===== src/rtl/graph_pkg.sv =====
// graph_pkg: shared walker FSM state, neighbour beat layout and tag width
package graph_pkg;
  localparam int TAG_W = 5;
  typedef enum logic [2:0] {IDLE, REQ_S, WAIT_S, REQ_E, WAIT_E, STREAM, FINISH} walker_state_t;
  typedef struct packed {
    logic             last;
    logic [TAG_W-1:0] tag;
    logic [31:0]      id;
  } nbr_beat_t;
endpackage


===== src/rtl/csr_row_walker_fifo.sv =====
// csr_row_walker_fifo: registered-output FIFO (clk, rst, push/wdata in, pop in, rdata/empty/count out) with occupancy count, no bypass
module csr_row_walker_fifo #(
  parameter int DATA_WIDTH = 38,
  parameter int DEPTH = 8
) (
  input  logic                         clk,
  input  logic                         rst,
  input  logic                         push,
  input  logic [DATA_WIDTH-1:0]        wdata,
  input  logic                         pop,
  output logic [DATA_WIDTH-1:0]        rdata,
  output logic                         empty,
  output logic [$clog2(DEPTH+1)-1:0]   count
);
  localparam int AW = DEPTH > 1 ? $clog2(DEPTH) : 1;
  localparam int CW = $clog2(DEPTH+1);
  logic [DATA_WIDTH-1:0] mem [DEPTH];
  logic [AW-1:0] wp, rp;
  logic push_ok, pop_ok;
  assign pop_ok = pop && count != '0;
  assign push_ok = push && count != CW'(DEPTH);
  assign empty = count == '0;
  assign rdata = mem[rp];
  always_ff @(posedge clk)
    if (push_ok) mem[wp] <= wdata;
  always_ff @(posedge clk) begin
    if (rst) begin
      wp <= '0;
      rp <= '0;
      count <= '0;
    end else begin
      if (push_ok) wp <= wp == AW'(DEPTH-1) ? '0 : wp + 1'b1;
      if (pop_ok) rp <= rp == AW'(DEPTH-1) ? '0 : rp + 1'b1;
      count <= count + CW'(push_ok) - CW'(pop_ok);
    end
  end
endmodule


===== src/rtl/csr_row_walker.sv =====
// csr_row_walker: CSR row walker (vertex/tag req in, rowidx + data read ports, tagged neighbour FIFO out, done/edge_count/error pulses); CSR_ROW_WALKER_BOUNDS_CHECK_EN enables end<start error
module csr_row_walker import graph_pkg::*; #(
  parameter int          DEPTH = 8,
  parameter logic [31:0] ROWIDX_BASE = 32'h0,
  parameter logic [31:0] DATA_BASE = 32'h0
) (
  input  logic             clk_in,
  input  logic             rst_in,
  input  logic [31:0]      vertex_in,
  input  logic [TAG_W-1:0] tag_in,
  input  logic             vertex_valid_in,
  output logic             vertex_ready_out,
  output logic [31:0]      rowidx_addr_out,
  output logic             rowidx_req_out,
  input  logic [31:0]      rowidx_in,
  input  logic             rowidx_valid_in,
  output logic [31:0]      data_addr_out,
  output logic             data_req_out,
  input  logic [31:0]      data_in,
  input  logic             data_valid_in,
  output logic [31:0]      nbr_out,
  output logic [TAG_W-1:0] nbr_tag_out,
  output logic             nbr_last_out,
  output logic             nbr_valid_out,
  input  logic             nbr_ready_in,
  output logic             done_out,
  output logic [31:0]      edge_count_out,
  output logic             error_out
);
  localparam int CW = $clog2(DEPTH+1);
  walker_state_t state, state_nxt;
  logic [31:0] v, start_r, end_r, idx, cnt;
  logic [TAG_W-1:0] tag;
  logic [CW-1:0] outstanding, fifo_count;
  logic issue, resp, bad, fifo_empty;
  nbr_beat_t beat_in, beat_out;
`ifdef CSR_ROW_WALKER_BOUNDS_CHECK_EN
  assign bad = rowidx_in < start_r;
`else
  assign bad = 1'b0;
`endif
  // FIFO slots plus in-flight reads never exceed DEPTH, so a response always has room
  assign issue = state == STREAM && idx != end_r &&
                 ({1'b0, fifo_count} + {1'b0, outstanding} < (CW+1)'(DEPTH));
  assign resp = data_valid_in && outstanding != '0;
  assign beat_in = '{last: idx == end_r && outstanding == CW'(1), tag: tag, id: data_in};
  assign data_req_out = issue;
  assign data_addr_out = issue ? DATA_BASE + idx : '0;
  assign nbr_valid_out = !fifo_empty;
  assign {nbr_last_out, nbr_tag_out, nbr_out} = nbr_valid_out ? beat_out : '0;
  csr_row_walker_fifo #(.DATA_WIDTH($bits(nbr_beat_t)), .DEPTH(DEPTH)) u_fifo (
    .clk(clk_in),
    .rst(rst_in),
    .push(resp),
    .wdata(beat_in),
    .pop(nbr_valid_out && nbr_ready_in),
    .rdata(beat_out),
    .empty(fifo_empty),
    .count(fifo_count)
  );
  always_ff @(posedge clk_in)
    state <= rst_in ? IDLE : state_nxt;
  always_comb begin
    state_nxt = state;
    vertex_ready_out = 1'b0;
    rowidx_req_out = 1'b0;
    rowidx_addr_out = '0;
    done_out = 1'b0;
    edge_count_out = '0;
    error_out = 1'b0;
    case (state)
      IDLE: begin
        vertex_ready_out = 1'b1;
        state_nxt = vertex_valid_in ? REQ_S : IDLE;
      end
      REQ_S: begin
        rowidx_req_out = 1'b1;
        rowidx_addr_out = ROWIDX_BASE + v;
        state_nxt = WAIT_S;
      end
      WAIT_S: state_nxt = rowidx_valid_in ? REQ_E : WAIT_S;
      REQ_E: begin
        rowidx_req_out = 1'b1;
        rowidx_addr_out = ROWIDX_BASE + v + 32'd1;
        state_nxt = WAIT_E;
      end
      WAIT_E: begin
        error_out = rowidx_valid_in && bad;
        state_nxt = !rowidx_valid_in ? WAIT_E : (bad || rowidx_in == start_r) ? FINISH : STREAM;
      end
      STREAM: state_nxt = idx == end_r && outstanding == '0 ? FINISH : STREAM;
      FINISH: begin
        done_out = 1'b1;
        edge_count_out = cnt;
        state_nxt = IDLE;
      end
      default: state_nxt = IDLE;
    endcase
  end
  always_ff @(posedge clk_in) begin
    if (rst_in) begin
      v <= '0;
      tag <= '0;
      start_r <= '0;
      end_r <= '0;
      idx <= '0;
      cnt <= '0;
      outstanding <= '0;
    end else begin
      if (state == IDLE && vertex_valid_in) begin
        v <= vertex_in;
        tag <= tag_in;
      end
      if (state == WAIT_S && rowidx_valid_in) begin
        start_r <= rowidx_in;
        idx <= rowidx_in;
      end
      if (state == WAIT_E && rowidx_valid_in) begin
        end_r <= rowidx_in;
        cnt <= bad ? '0 : rowidx_in - start_r;
      end
      if (issue) idx <= idx + 32'd1;
      outstanding <= outstanding + CW'(issue) - CW'(resp);
    end
  end
endmodule


===== config.mk =====
export PLATFORM = sky130hd
export DESIGN_NAME = csr_row_walker
export DESIGN_NICKNAME = d
export VERILOG_FILES = /design/src/rtl/graph_pkg.sv /design/src/rtl/csr_row_walker_fifo.sv /design/src/rtl/csr_row_walker.sv
export SDC_FILE = /design/constraint.sdc
export NUM_CORES = 1
export LEC_CHECK = 0
export CAP_MARGIN = 10
export CORE_MARGIN = 2
export CORE_UTILIZATION = 50
export CTS_BUF_LIST = sky130_fd_sc_hd__clkbuf_4
export CTS_CLUSTER_SIZE = 25
export DETAILED_ROUTE_END_ITERATION = 12
export PLACE_DENSITY = 0.77
export SLEW_MARGIN = 0
export SYNTH_ARGS = -nofsm -noshare
export SYNTH_HDL_FRONTEND = slang
export SYNTH_HIERARCHICAL = 1
export SYNTH_SLANG_ARGS = --single-unit

===== constraint.sdc =====
create_clock -name clk_in -period 12.6 [get_ports clk_in]
set_input_delay 1.89 -clock clk_in [delete_from_list [all_inputs] [get_ports clk_in]]
set_output_delay 1.89 -clock clk_in [all_outputs]
set_load 0.03 [all_outputs]

==> results.md <==
- Status: finished clean
- Levels on crit path: 9
- CP Class: reg -> out
- Worst path required time: 10.71 ns
- Critical Path End Type: primary output
- WL/cell: 19.41 µm
- Leading post-synthesis cells by cell area: edfxtp_1 (40%), dfxtp_1 (16%), mux4_2 (6.4%)
- Dpl cell area: 25790 µm²
- Worst path most repeated cell: buf_4
- Synth top cells by count: nand2_1 (314), edfxtp_1 (304), dfxtp_1 (185), a21oi_1 (181), nor2_1 (83)
- VDD IR max: roughly 0.00013 V
- Max-cap violations: 0
- Row count: slightly below 80
- Largest stage delay, worst path: 0.61 ns
- Area Growth Syn to Fin: 19.75%
- Drt drc: 0
- Top-count cell post-synth: nand2_1
- Final Wtd Congestion: 0.9355
- IO buf count: roughly 250
- Hold EP: cnt[12]
- Post-synth cell types: 84
- Netlist Area Pre-Place: between 20000 and 25000 µm²
- Routed Antenna Nets: 0
- Crit share post-route: 0.4893
- Finish-stage setup viols: 0
- Detail Placement HPWL: approximately 37000 µm
- Post-CTS sizing: 0
- # IOs: approximately 250
- Initial antenna violation count: 7
- Sequential share of the synthesized area: 0.5602
- TritonCTS clock tree: yes
- Crit path time final: 6.165 ns
- Flops & latches, synth: around 500
- Min-delay worst type: reg -> reg
- Die width: 218.0 µm
- RSZ-0062 raised after global routing: no
- Post-Layout Cell Count: a little under 3000
- Worst Tran Pin Value: around 1.0 ns
- Number of global-route vias before repair: about 16000
- Fin worst setup slack: 6.435 ns
- Max Root-Sink Buffers: 3
- Final number of hold-violating endpoints: 0
- Crit-path max FO: 44
- Reg2Reg Setup Slack: between 9 and 10 ns
- Core Area: 45280 µm²
- Share of the synthesized area in the top cell type: 0.3985
- Die area: approximately 48000 µm²
- CTS Sinks: roughly 490
- CP max stage cell: clkdlybuf4s50_1
- Max-slew headroom: 0.3054
- PD cells: 161.0 nW/µm²
- 1st-iter DRT viols: ~1300
- Die height: roughly 220 µm
- DR vias: between 15000 and 20000
- Syn Nets: ~2100
- Crit start category: flop
- Drt pass-1 iters: 5
- Post-CTS setup buffers: 0
- Grt total ovfl: 0
- Buf/Inv on CP: 4
- TritonCTS Buffers: between 100 and 150
- Hold Startpoint: cnt[12]
- Nets: approximately 2400
- Final Instance Area: 27430 µm²
- Drt via density: around 5.7
- Root Buffer: clkbuf_4
- F_max: 162.2 MHz
- Post-place setup slack: roughly 7.3 ns
- Synthesized instance count: between 1500 and 2000
- Synth Flop Type: edfxtp_1
- R2r endpoint: outstanding[3]
- Gr usage total: 0.2408
- Clock transition at path regs: around 0.060 ns
- Clock Skews: 0.06902 ns
- Synth Area per Inst: around 12 µm²
- Delay-heaviest family, CP: buffers and inverters
- EDFF count, synth: 304
- Clock Latency Late Sink: around 0.96 ns
- Most area-hungry cell type in the Yosys netlist: edfxtp_1
- Hold-fix buffers, CTS: 0
- Reg2reg start: idx[9]
- H-tree depth: 4
- Max-slew violations: 0
- First-pass GRT wire length: ~88000 µm
- Leakage: between 9 and 10 nW
- Final TNS setup: 0 ns
- FF-to-FF path depth: 12
- Hold Path Depth: 2
- Share of cells above drive strength 1: 0.1590
- Yosys warns: 6
- Inst Count DP: roughly 2700
- Largest net degree at the start of global routing: 128
- Crit-path cells: xor2_1, nor4_1, nand4_1, o2111ai_2, buf_4, inv_1, buf_4, and2_1, clkdlybuf4s50_1
- WL final: between 50000 and 60000 µm
- Starting Density: 0.5059
- FFs w/ async S/R, synth: 0
- CP Data Arrival Time: about 4.3 ns
## per-layer routing
metal  vias up  GRT usage  part of all wire
li1       7749          -                 -
met1      8082     0.3094              0.41
met2       693     0.3849              0.48
met3       130    0.06541             0.078
met4         4     0.1023             0.033
met5         -          0           0.00047
## flip-flops by register name, indices dropped and copies added (netlist names), named ones only
register      cells
u_fifo/mem      304
tag               5
idx              32
state             3
outstanding       4
v                32
u_fifo/rp         3
end_r            32
start_r          32
u_fifo/count      4
cnt              32
u_fifo/wp         3
## placed cells by master, fill, tap and decap left out, types with 13 or more instances in the layout
master / n
edfxtp_1: 304
xor2_1: 62
clkinv_1: 32
and3_1: 23
a21o_1: 22
mux4_2: 65
buf_4: 23
nor2b_1: 50
clkbuf_4: 177
nand3_1: 38
a31oi_1: 13
nand3b_1: 16
ha_1: 51
mux2_4: 36
o21ai_0: 39
dfxtp_1: 182
nand2_1: 313
a21oi_1: 181
nor2_1: 80
clkdlybuf4s50_1: 244
and2_1: 73
inv_1: 60
nor3_1: 18
## stage by stage
step	hold WS (ns)	power, mW	utilization
after floorplan	0.4166	2.681	-
after global placement	0.4380	3.046	0.5695
after detailed placement	0.4414	3.083	0.5695
after CTS	0.4487	4.473	0.6055
after global routing	0.4737	4.636	0.6056
final	0.4480	4.417	0.6057
## where the power goes
group / switching [mW] / total, mW / internal (mW)
combinational: 0.637 / 1.15 / 0.512
sequential: 0.0683 / 1.89 / 1.83
clock: 0.671 / 1.38 / 0.704
## worst min-delay path, stage by stage, from the launching register on
cell and delay [ns]:
dfxtp_1 0.30, nand2_1 0.05, a21oi_1 0.05
## worst max path at each step
stage,end,slack [ns],start
2_1_floorplan,u_fifo/mem[0][0],6.13,data_valid_in
3_3_place_gp,nbr_out[4],7.42,flop
3_5_place_dp,nbr_out[2],7.34,flop
4_1_cts,nbr_out[2],6.26,flop
5_1_grt,nbr_out[3],6.18,flop
6_report,data_addr_out[19],6.43,idx[9]
## cell type report
class | count | area [µm²]
Timing Repair Buffer | 268 | 2626
Multi-Input combinational cell | 1295 | 9346
Clock buffer | 177 | 1329
Inverter | 60 | 225.2
Antenna cell | 5 | 12.51
Tap cell | 600 | 750.7
Fill cell | 3601 | 17850
Clock inverter | 50 | 301.5
Sequential cell | 489 | 12840
## logic make-up (layout without fill, tap and decap cells)
family          count (synthesis)  after routing  share of synthesized area
flops                         489            489                     0.5602
other cells                     1              6                  0.0001637
simple gates                  697            697                     0.1485
fa+ha+maj                      54             54                    0.03048
compound gates                342            342                    0.09116
xor+xnor                       74             74                    0.02829
mux                           127            127                     0.1072
buf+inv                       165            555                    0.03408
Power figures use the tool's default switching activity.
==> variant 1: new RTL, same settings <==
Take the reset off `outstanding` and load it in a clocked block of its own.
--- a/src/rtl/csr_row_walker.sv
+++ b/src/rtl/csr_row_walker.sv
@@ -106,5 +106,4 @@
       idx <= '0;
       cnt <= '0;
-      outstanding <= '0;
     end else begin
       if (state == IDLE && vertex_valid_in) begin
@@ -121,6 +120,9 @@
       end
       if (issue) idx <= idx + 32'd1;
-      outstanding <= outstanding + CW'(issue) - CW'(resp);
     end
+  end
+
+  always_ff @(posedge clk_in) begin
+    outstanding <= outstanding + CW'(issue) - CW'(resp);
   end
 endmodule
Function: same outputs for any inputs over 4 cycles, from zero or initial values and one cycle with rst_in high; that may be too few to reach the edited logic, so the function may still have changed.
==> variant 1 against the unedited design <==
- worst setup slack got worse by 0.092 ns
- critical path type unchanged
- largest cell class unchanged
- sequential power rose by 2%
- register-to-register slack got worse by 0.40 ns
- sequential cell count did not move
- power decreased by 1.5%
- first-iteration DRC count is 11% lower
- area after synthesis fell by 0.61%
- critical path depth is 2 lower
- design area is 0.81% lower
- routed wire length shrank 3.5%
- largest power group unchanged
==> variant 1: results <==
<?xml version="1.0" encoding="UTF-8"?>
<metrics>
  <group name="outcome">
    <metric name="run_status" unit="">complete, no violations</metric>
  </group>
  <group name="grt">
    <metric name="first_global_vias" unit="">16200</metric>
    <metric name="grt_util_all_layers" unit="">0.232</metric>
    <metric name="grt_max_degree" unit="">105</metric>
    <metric name="initial_antenna_violation_count" unit="">6</metric>
  </group>
  <group name="logic_synthesis">
    <metric name="ys_seq_area_frac" unit="">0.564</metric>
    <metric name="netlist_top_cells_count" unit="">sky130_fd_sc_hd__edfxtp_1 (304), sky130_fd_sc_hd__nand2_1 (299), sky130_fd_sc_hd__a21oi_1 (188)</metric>
    <metric name="synthDistinctLibCells" unit="">79</metric>
    <metric name="netlist_top_cells_area" unit="">sky130_fd_sc_hd__edfxtp_1 (40%), sky130_fd_sc_hd__dfxtp_1 (16%), sky130_fd_sc_hd__mux4_2 (6.4%)</metric>
    <metric name="number_of_enable_flip_flop_cells_after_synthesis" unit="">304</metric>
    <metric name="synth_nets" unit="">2089</metric>
  </group>
  <group name="cells_and_area">
    <metric name="final_layout_size_suffix_gt1_frac" unit="">0.158</metric>
    <metric name="number_of_fill_cells_in_the_layout" unit="">3622</metric>
    <metric name="max_flop_register" unit="">u_fifo/mem</metric>
  </group>
  <group name="cts">
    <metric name="h_tree_level_count" unit="">3</metric>
    <metric name="cts-root-buf" unit="">sky130_fd_sc_hd__clkbuf_4</metric>
    <metric name="numCtsBuffers" unit="">121</metric>
  </group>
  <group name="detailed_routing">
    <metric name="vias" unit="">16300</metric>
    <metric name="route.final.wire_length" unit="µm">55100</metric>
    <metric name="drt_first_iter_violations" unit="">1167</metric>
  </group>
  <group name="placed_design">
    <metric name="routabilityCongestion" unit="">0.898</metric>
    <metric name="detailedPlacementHpwl" unit="µm">35300</metric>
  </group>
  <group name="critical_path">
    <metric name="critPathArrivalTime" unit="ns">4.37</metric>
    <metric name="critical_path.slowest_cell" unit="">sky130_fd_sc_hd__o2111ai_4</metric>
    <metric name="cp_slowest_stage_delay" unit="ns">0.78</metric>
    <metric name="cp_max_fo" unit="">54</metric>
  </group>
  <group name="timing">
    <metric name="layout_skew" unit="ns">0.0708</metric>
    <metric name="slew_of_the_pin_with_the_lowest_slew_margin" unit="ns">1.01</metric>
  </group>
  <group name="power_and_ir_drop">
    <metric name="vdd_ir_drop_max" unit="mV">0.107</metric>
    <metric name="pleak" unit="nW">9.44</metric>
  </group>
</metrics>
-- variant 1: cell count changes after synthesis, sizes merged, moves of 6 or more --
cell    before  now
a31oi       13   23
clkbuf      72   80
a21o        23   16
a211o        7    1
xnor2       12   20
nand3b      16   10
o21a        10    4
buf         33   26
nand4       12   19
o211ai      11    4
nand2      314  300
-- variant 1: cell type report --
class / count / share of cell area
multi-input cells: 1271 / 0.338
repair buffers: 266 / 0.0960
inverters: 62 / 0.00874
well taps: 600 / 0.0276
clock inverters: 52 / 0.00970
clock buffers: 174 / 0.0480
flip-flops and latches: 489 / 0.472
diodes: 3 / 0.000276
-- variant 1: power breakdown --
| part | leakage [nW] | switching, mW | internal (mW) |
|---|---|---|---|
| combinational | 4.25 | 0.604 | 0.498 |
| sequential | 4.26 | 0.102 | 1.83 |
| clock | 0.935 | 0.673 | 0.650 |
-- variant 1: path summary, 6_finish.rpt --
| kind | start | endpoint | slack [ns] | depth (start not counted) |
|---|---|---|---|---|
| setup / recovery | idx[0] | data_addr_out[3] | 6.34 | 7 |
| setup reg to reg | idx[0] | idx[23] | 8.76 | 9 |
| hold / removal | cnt[18] | cnt[18] | 0.45 | 2 |
| hold reg to reg | cnt[18] | cnt[18] | 0.45 | 2 |
-- variant 1: through the flow --
stage	hold slack, ns	setup WS, ns	std cells	instance area, µm²	utilization
floorplan	0.427	6.13	1928	22800	-
global placement	0.441	7.29	2688	25600	0.567
detailed placement	0.442	7.29	2688	25600	0.567
CTS	0.450	6.31	2914	27200	0.602
global route	0.471	6.10	2916	27200	0.602
finish	0.451	6.34	2917	27200	0.602
-- variant 1: cells by family (layout without fill, tap and decap cells) --
group           Yosys count  after routing  share of synthesized area
xor+xnor                 82             82                     0.0315
flops                   489            489                      0.564
mux                     127            127                      0.108
buf+inv                 168            554                     0.0353
compound gates          325            325                     0.0830
simple gates            682            682                      0.148
fa+ha+maj                54             54                     0.0307
other cells               1              4                   0.000165
-- variant 1: worst max-delay path, delay by kind of cell (launching register included) --
kind,cells,cell delay (ns)
XOR/XNOR,1,0.13
AO/OA/AOI/OAI,1,0.78
buffers and inverters,2,0.96
flip-flops,1,0.67
AND/OR/NAND/NOR,3,0.93
-- variant 1: per-layer routing --
metal | vias up | share of wire | GRT usage
met5 | - | 0.00016 | 0
met4 | 2 | 0.029 | 0.0993
met3 | 114 | 0.082 | 0.0507
met2 | 675 | 0.48 | 0.376
met1 | 7891 | 0.41 | 0.301
li1 | 7638 | - | -
==> variant 2: new RTL, same flow settings <==
Made on the original files. The package constant `TAG_W` goes from 5 to 10.
--- a/src/rtl/graph_pkg.sv
+++ b/src/rtl/graph_pkg.sv
@@ -1,5 +1,5 @@
 // graph_pkg: shared walker FSM state, neighbour beat layout and tag width
 package graph_pkg;
-  localparam int TAG_W = 5;
+  localparam int TAG_W = 10;
   typedef enum logic [2:0] {IDLE, REQ_S, WAIT_S, REQ_E, WAIT_E, STREAM, FINISH} walker_state_t;
   typedef struct packed {
Interface: changed (resized nbr_tag_out and tag_in); port bits go from 247 to 257. No check against the original RTL was run, so the function may have changed too.
==> variant 2 against the unedited design <==
- design area up 6.6%
- highest routed layer unchanged
- die area is 6.6% higher
- largest cell class unchanged
- critical path depth is 2 lower
- worst setup slack lost 0.57 ns
- first-iteration DRC count down 1.1%
- sequential cell count rose by 45
- combinational power increased by 12%
- power up 11%
- routed wire length rose by 4.2%
- maximum frequency down 8.4%
- area after synthesis rose by 6.7%
==> variant 2: results <==
<?xml version="1.0" encoding="UTF-8"?>
<metrics>
  <group name="outcome">
    <metric name="run_status" unit="">complete, no violations</metric>
  </group>
  <group name="critical_path">
    <metric name="rr_startpoint" unit="">idx[31]</metric>
    <metric name="worst_r2r_endpoint" unit="">outstanding[1]</metric>
    <metric name="critical_path.slowest_cell" unit="">sky130_fd_sc_hd__o2111ai_1</metric>
    <metric name="critPathArrivalTime" unit="ns">4.84</metric>
    <metric name="cp_max_fo" unit="">68</metric>
    <metric name="cp_slowest_stage_delay" unit="ns">0.79</metric>
    <metric name="reg2reg_depth" unit="">9</metric>
  </group>
  <group name="cts">
    <metric name="insertion_delay" unit="ns">1.01</metric>
    <metric name="numCtsBuffers" unit="">139</metric>
  </group>
  <group name="grt">
    <metric name="initial_antenna_violation_count" unit="">5</metric>
    <metric name="grt_first_pass_wirelength" unit="µm">92300</metric>
    <metric name="grt_util_all_layers" unit="">0.237</metric>
  </group>
  <group name="detailed_routing">
    <metric name="detail_route.wl_per_cell" unit="µm">19.5</metric>
    <metric name="vias" unit="">17300</metric>
    <metric name="drt_first_iter_violations" unit="">1299</metric>
    <metric name="drt_pre_antenna_iters" unit="">6</metric>
  </group>
  <group name="placed_design">
    <metric name="post-place-ws" unit="ns">6.97</metric>
    <metric name="placed_cells_incl_taps" unit="">2817</metric>
    <metric name="routabilityCongestion" unit="">0.919</metric>
    <metric name="placement.io_buffers" unit="">255</metric>
    <metric name="detailedPlacementHpwl" unit="µm">38000</metric>
  </group>
  <group name="logic_synthesis">
    <metric name="netlist_top_cells_area" unit="">sky130_fd_sc_hd__edfxtp_1 (42%), sky130_fd_sc_hd__dfxtp_1 (16%), sky130_fd_sc_hd__mux4_2 (6.0%)</metric>
    <metric name="ys_seq_area_frac" unit="">0.578</metric>
    <metric name="post_synth.cell_area_avg" unit="µm²">12.1</metric>
    <metric name="netlist_top_cells_count" unit="">sky130_fd_sc_hd__edfxtp_1 (344), sky130_fd_sc_hd__nand2_1 (316), sky130_fd_sc_hd__a21oi_1 (195)</metric>
    <metric name="synth_nets" unit="">2191</metric>
    <metric name="synthDistinctLibCells" unit="">78</metric>
  </group>
  <group name="cells_and_area">
    <metric name="final_layout_size_suffix_gt1_frac" unit="">0.157</metric>
    <metric name="instances_no_fill" unit="">3059</metric>
    <metric name="largest_register_ffs" unit="">344</metric>
    <metric name="design.final.nets" unit="">2502</metric>
  </group>
  <group name="timing">
    <metric name="layout_skew" unit="ns">0.0785</metric>
  </group>
  <group name="hold_path">
    <metric name="hold_path_end" unit="">cnt[15]</metric>
    <metric name="hold_path.startpoint" unit="">cnt[15]</metric>
  </group>
  <group name="power_and_ir_drop">
    <metric name="pleak" unit="nW">10.1</metric>
    <metric name="vdd_ir_drop_max" unit="mV">0.104</metric>
  </group>
</metrics>
## variant 2: layout make-up
cell class	count	share of cell area
multi-input combinational	1323	0.328
clock inverter	31	0.00796
sequential	534	0.484
clock buffer	205	0.0526
antenna	6	0.000514
inverter	63	0.00809
tap	622	0.0266
timing repair buffer	275	0.0923
## variant 2: worst max-delay path by stage
stage               cells past startpoint  slack [ns]                end          start
CTS                                     7        5.86  data_addr_out[27]        idx[31]
global route                            7        5.45  data_addr_out[27]        idx[26]
global placement                        7        7.15  data_addr_out[27]        idx[31]
floorplan                               3        5.64   u_fifo/mem[0][0]  data_valid_in
detailed placement                      7        6.97  data_addr_out[27]        idx[31]
finish                                  7        5.87  data_addr_out[27]        idx[31]
## variant 2: power by group
group,switching [mW],internal [mW]
clock,0.699,0.806
sequential,0.0860,2.01
combinational,0.721,0.569
total,1.51,3.39
## variant 2: cell families (layout without fill, tap and decap cells)
logic type / after synthesis / count (layout) / share of synthesized area
DFF: 534 / 534 / 0.578
xor gates and xnor gates: 83 / 83 / 0.0297
buffers and inverters: 168 / 574 / 0.0315
muxes: 139 / 139 / 0.112
AOI/OAI and AO/OA: 335 / 335 / 0.0803
adders and majority gates: 54 / 54 / 0.0286
other: 1 / 7 / 0.000153
and+or+nand+nor: 711 / 711 / 0.139
## variant 2: per-layer routing
layer / global-route usage / share of wire / up-vias
met5: 0 / 0.00067 / -
met4: 0.0934 / 0.030 / 6
met3: 0.0681 / 0.075 / 137
met2: 0.389 / 0.49 / 651
met1: 0.296 / 0.41 / 8449
li1: - / - / 8068
## variant 2: per-stage QoR
| step | util | cell area [µm²] | hold slack [ns] |
|---|---|---|---|
| finish | 0.601 | 29200 | 0.446 |
| global route | 0.601 | 29200 | 0.470 |
| CTS | 0.601 | 29200 | 0.447 |
| detailed placement | 0.564 | 27500 | 0.439 |
| global placement | 0.564 | 27500 | 0.438 |
| floorplan | - | 24400 | 0.417 |
## variant 2: worst register-to-register path: stages, from the launching register on
cell and delay [ns]:
sky130_fd_sc_hd__dfxtp_1 0.49, sky130_fd_sc_hd__xor2_1 0.13, sky130_fd_sc_hd__nor4_1 0.47, sky130_fd_sc_hd__nand4_1 0.19, sky130_fd_sc_hd__o2111ai_1 0.79, sky130_fd_sc_hd__inv_2 0.69
sky130_fd_sc_hd__ha_1 0.46, sky130_fd_sc_hd__inv_1 0.08, sky130_fd_sc_hd__fa_1 0.41, sky130_fd_sc_hd__nor2_1 0.11
